[config.mk]
export PLATFORM = sky130hd
export DESIGN_NAME = reg_bank8
export DESIGN_NICKNAME = d
export VERILOG_FILES = /design/src/rtl/reg_bank8.sv
export SDC_FILE = /design/constraint.sdc
export NUM_CORES = 1
export LEC_CHECK = 0
export ABC_AREA = 0
export BUFFER_PORTS_ARGS = -buffer_cell sky130_fd_sc_hd__buf_2
export CAP_MARGIN = 30
export CORE_AREA = 2 2 96 98
export CTS_CLUSTER_SIZE = 8
export DETAILED_ROUTE_END_ITERATION = 12
export DIE_AREA = 0 0 98 100
export GPL_ROUTABILITY_DRIVEN = 0
export SLEW_MARGIN = 15
export SYNTH_ARGS = -nofsm -noshare
export SYNTH_HDL_FRONTEND = slang
export SYNTH_SLANG_ARGS = --single-unit
[constraint.sdc]
create_clock -name clk -period 2.65 [get_ports clk]
set_clock_uncertainty 0.1 [all_clocks]
set_input_delay 0.1325 -clock clk [delete_from_list [all_inputs] [get_ports clk]]
set_output_delay 0.1325 -clock clk [all_outputs]
set_load 0.05 [all_outputs]
[src/rtl/reg_bank8.sv]
`default_nettype none
// ============================================================================
// Module   : reg_bank8
// Purpose  : Eight-entry general register file feeding the 8:1 operand mux,
//            with registered mux select, sticky INC carry and write-done pulse.
// Revision : 1.0 - initial release
// ============================================================================
module reg_bank8 #(
    parameter int                WIDTH   = 8,
    parameter int                NREG    = 8,
    parameter logic [WIDTH-1:0]  RST_VAL = '0
) (
    input  logic              clk,
    input  logic              reset,
    input  logic [1:0]        op,
    input  logic [2:0]        waddr,
    input  logic [WIDTH-1:0]  din,
    input  logic              sel_we,
    input  logic [2:0]        sel_in,
    output logic [WIDTH-1:0]  r0,
    output logic [WIDTH-1:0]  r1,
    output logic [WIDTH-1:0]  r2,
    output logic [WIDTH-1:0]  r3,
    output logic [WIDTH-1:0]  r4,
    output logic [WIDTH-1:0]  r5,
    output logic [WIDTH-1:0]  r6,
    output logic [WIDTH-1:0]  r7,
    output logic [2:0]        sel_q,
    output logic              carry,
    output logic              wr_done
);

    localparam logic [1:0]   c_OP_NOP  = 2'b00;
    localparam logic [1:0]   c_OP_LOAD = 2'b01;
    localparam logic [1:0]   c_OP_INC  = 2'b10;
    localparam logic [1:0]   c_OP_CLR  = 2'b11;
    localparam logic [WIDTH:0] c_ONE   = {{WIDTH{1'b0}}, 1'b1};

    logic [WIDTH-1:0] r_regs [NREG];
    logic [2:0]       r_sel_q;
    logic             r_carry;
    logic             r_wr_done;

    // Extra MSB of the sum is the wrap-out used to set the sticky carry.
    logic [WIDTH:0]   w_inc_sum;

    assign w_inc_sum = {1'b0, r_regs[waddr]} + c_ONE;

    always_ff @(posedge clk or posedge reset) begin
        if (reset) begin
            for (int i = 0; i < NREG; i++) begin
                r_regs[i] <= RST_VAL;
            end
            r_carry   <= 1'b0;
            r_wr_done <= 1'b0;
        end else begin
            r_wr_done <= (op != c_OP_NOP);
            case (op)
                c_OP_LOAD: r_regs[waddr] <= din;
                c_OP_INC: begin
                    r_regs[waddr] <= w_inc_sum[WIDTH-1:0];
                    if (w_inc_sum[WIDTH]) begin
                        r_carry <= 1'b1;
                    end
                end
                c_OP_CLR: begin
                    r_regs[waddr] <= RST_VAL;
                    r_carry       <= 1'b0;
                end
                default: ;
            endcase
        end
    end

    // Select register is independent of the op path so both can commit together.
    always_ff @(posedge clk or posedge reset) begin
        if (reset) begin
            r_sel_q <= 3'd0;
        end else if (sel_we) begin
            r_sel_q <= sel_in;
        end
    end

    assign r0      = r_regs[0];
    assign r1      = r_regs[1];
    assign r2      = r_regs[2];
    assign r3      = r_regs[3];
    assign r4      = r_regs[4];
    assign r5      = r_regs[5];
    assign r6      = r_regs[6];
    assign r7      = r_regs[7];
    assign sel_q   = r_sel_q;
    assign carry   = r_carry;
    assign wr_done = r_wr_done;

endmodule
`default_nettype wire

# After elaboration in Yosys (flattened, before gate mapping)
# Cells that the tools add are included.
op_classes:
  add_sub_neg: 1
  mul: 0
  div: 0
  magnitude_cmp: 2
  n_eq_ne: 4
  n_shift: 0
  n_mux: 10
  n_bitwise: 3
  reduce_logical: 5
op_table:
  columns: ["op", "n"]
  rows:
  - ["64-bit case mux with 3 select lines", 1]
  - ["64-bit bitwise mux", 2]
  - ["64-bit bitwise AND", 1]
  - ["64-bit inverter", 1]
  - ["8-bit binary-select mux with 3-bit select", 1]
  - ["8-bit demux with 3-bit select", 1]
  - ["8-bit two-way mux", 3]
  - ["8-bit by 1-bit adder with 9-bit output (second input constant)", 1]
  - ["2-bit equality test (second input constant)", 2]
  - ["4-bit >= comparator (second input constant)", 1]
  - ["4-bit by 1-bit < comparator with 1-bit output (second input constant)", 1]
  - ["3-bit inverter with 4-bit output", 1]
  - ["2-bit nonzero test", 2]
  - ["3-bit nonzero test", 1]
  - ["2-bit by 1-bit equality test with 1-bit output (second input constant)", 1]
  - ["2-bit != test (second input constant)", 1]
  - ["1-bit case mux with 2 select lines", 1]
  - ["2-bit AND reduction", 1]
  - ["1-bit logical AND", 1]
  - ["1-bit two-way mux", 1]
totals:
  reg_bits: 69
  latchBits: 0
  ramBits: 0
  romBits: 0
  input_bits: 19
  out_inout_bits: 69
  wordCells: 36
  memories: 0

# Longest topological paths before layout
logic_depth:
  depth_word: 8
  mapped_depth: 11
  ltp_nobuf: 9

# Least setup slack after synthesis
# No wires, ideal clock.
synth_timing:
  kind: "register to register"
  startpoint: "reg (tool-made name)"
  endpoint: "reg (tool-made name)"
  setup_ps: 83
  t_arrival_ps: 2442
  t_required_ps: 2467
  setup_slack_ps: 25
  path_stages_with_launch: 9
  path_buffers: 0
  synth_period_minus_slack_ps: 2625
  cell_sequence: "dfrtp_1 > mux4_2 > mux2_2 > ha_1 > inv_1 > or3_4 > o31a_1 > o31a_1 > o21ai_0"

==> run metrics <==
share of the synthesized area in the top cell type 0.499; Post-Syn Area 3460 um2; Max Cap Viol 0; Data required, critical path 2.77 ns; core region area 8890 um2; nets@finish 465; largest net degree at the start of global routing 29; DRT Pass-1 Iters 4; CTS clk-pin slew, worst paths 0.08 ns; antenna diode count 0; Fmax 395 MHz; flop and latch count out of synthesis 69; max_slew headroom 0.560; Via density 5.44; Hold Crit Class input pin to flip-flop; # H-tree levels 3; Initial Util 0.389; clock sinks 69; EDFF count, synth 0; Slew @ Worst Pin 0.660 ns; DR vias 3054; Final Cycle Share 0.955; Setup WS pre-CTS -0.0743 ns; TNS Setup 0 ns; post-layout min period 2.53 ns; Overall Power 3.83 mW; worst-skew pair later-pin latency 0.36 ns; Area growth syn-to-layout 27.7%; yosys warns 0; Synth cell types 48; Antenna Violating Nets Remaining 0; DRC viols 0; async set or reset register ratio after synthesis 1.00; layout cells sized above 1 0.347; largest area contributor in the synthesized netlist dfrtp_1; PD cells 867 nW/um2; Most used DFF post-synth dfrtp_1; # setup viols final 0; total CTS buffers 9; cell with the most instances after synthesis nand2_1; Overflow after GRT 0; Final Util 0.497; worst path arrival time 2.65 ns; width of the chip 98 um; # port buffers 87; crit-path max FO 8; I/O pin cnt 88; global-route wire length before repair 17.0 mm; status finished clean; Detail Placement HPWL 7.68 mm; fin worst setup slack 0.119 ns; RSZ-0062 raised after global routing no; CTS tree done; top cells by count, synth 72 x nand2_1, 69 x dfrtp_1, 48 x o21ai_0, 15 x o21ai_1, 13 x clkbuf_1; post-synthesis sequential area ratio 0.499; Static Leak 2.13 nW; Mapped Cells 338; vias in the first global route 3123; Area contributors post-synth dfrtp_1 50%, nand2_1 7.8%, o21ai_0 6.9%, mux4_2 4.6%, mux2_2 2.9%; FF/Latch Area 1730 um2; Multi-input gate area 1620 um2; DR WL/cell 18.9 um; Clock Tree Buf Depth 2; Final Hold Viols 0; # rows 35; Mapped Nets 358; Critical Path Start Type flip-flop; CP endpoint kind flip-flop; syn avg cell area 10.2 um2; initial antenna violation count 0; Crit Path Category flip-flop to flip-flop; Max Slew Vio Count 0; Total Routing Usage GR 0.227; die area 9800 um2; CTS Root Cell clkbuf_8; worst vdd ir 340 uV; final WL 10.6 mm; # fillers 861; DRT iter0 DRCs 201; Die Height 100 um
[per-layer routing]
metal  up-vias  wire, um  global-route usage
met5         -         0                   0
met4         0       186               0.101
met3        15       757              0.0376
met2       130      5220               0.368
met1      1484      4440               0.303
li1       1425         -                   -
[worst max-delay path, cell delays in order, from the launching register on]
cell     delay, ns
dfrtp_1       0.40
mux4_2        0.24
mux2i_1       0.08
inv_1         0.09
ha_1          0.14
inv_1         0.06
or3_4         0.42
or2_2         0.33
a32oi_4       0.37
o21ai_0       0.16
[cell usage in the layout, fill, tap and decap left out, types with 3 or more instances in the layout]
cell type       n
clkbuf_8       11
dfrtp_1        69
dlygate4sd3_1   9
nand3_1         4
buf_4          19
nand2_1        72
mux4_2          7
mux2i_1         8
nand2b_1        6
inv_1           7
a31oi_1         3
o21ai_1        15
and2_1          4
buf_2          87
a22oi_1         6
a21oi_1         6
nor2_1          8
mux2_2          9
o31ai_1         4
or3_4           3
nor2b_1         4
o21ai_0        48
or2_2           4
[metrics by stage]
stage	hold WS, ns	std cells	area, um2
CTS	0.0625	560	4390
global placement	0.00821	535	4070
global route	0.0622	561	4420
finish	0.0685	561	4420
floorplan	0.123	338	3460
detailed placement	0.0106	535	4070
[cell type report]
cell class              instances  share of cell area
clock buffers                  11              0.0343
repair buffers                115               0.151
flip-flops and latches         69               0.391
clock inverters                 5              0.0184
multi-input cells             241               0.366
well taps                     111              0.0314
inverters                       9             0.00765
[logic make-up (layout without fill, tap and decap cells)]
| group | count (synthesis) | count (layout) | synth area share |
|---|---|---|---|
| adders and majority gates | 1 | 1 | 0.00362 |
| AOI/OAI and AO/OA | 102 | 102 | 0.191 |
| xor gates and xnor gates | 1 | 1 | 0.00470 |
| and+or+nand+nor | 111 | 111 | 0.150 |
| buffers and inverters | 28 | 140 | 0.0387 |
| muxes | 26 | 26 | 0.113 |
| DFF | 69 | 69 | 0.499 |
[report_power, final]
group | switching (mW) | total, mW | leakage, nW | internal, mW
Combinational | 1.05 | 1.43 | 1.11 | 0.379
Sequential | 0.158 | 1.40 | 0.896 | 1.24
Clock | 0.425 | 1.01 | 0.116 | 0.583
[path summary, 6_finish.rpt]
check	start	depth (start not counted)	slack [ns]	end
max reg2reg	flip-flop	9	0.12	flip-flop
max	flip-flop	9	0.12	flip-flop
min reg2reg	flip-flop	2	0.40	flip-flop
min in group asynchronous	reset	3	0.17	sel_q[1]$_DFFE_PP0P_
min	din[5]	3	0.07	flip-flop
max in group asynchronous	reset	4	1.59	async pin
[timing repair]
item,in CTS,in global routing
hold buffers,9,0
endpoints found under the hold margin,18,0
resized for setup,0,2
buffers inserted,0,1
setup endpoints to repair,0,15
No activity file was read; power rests on OpenSTA's default activity.
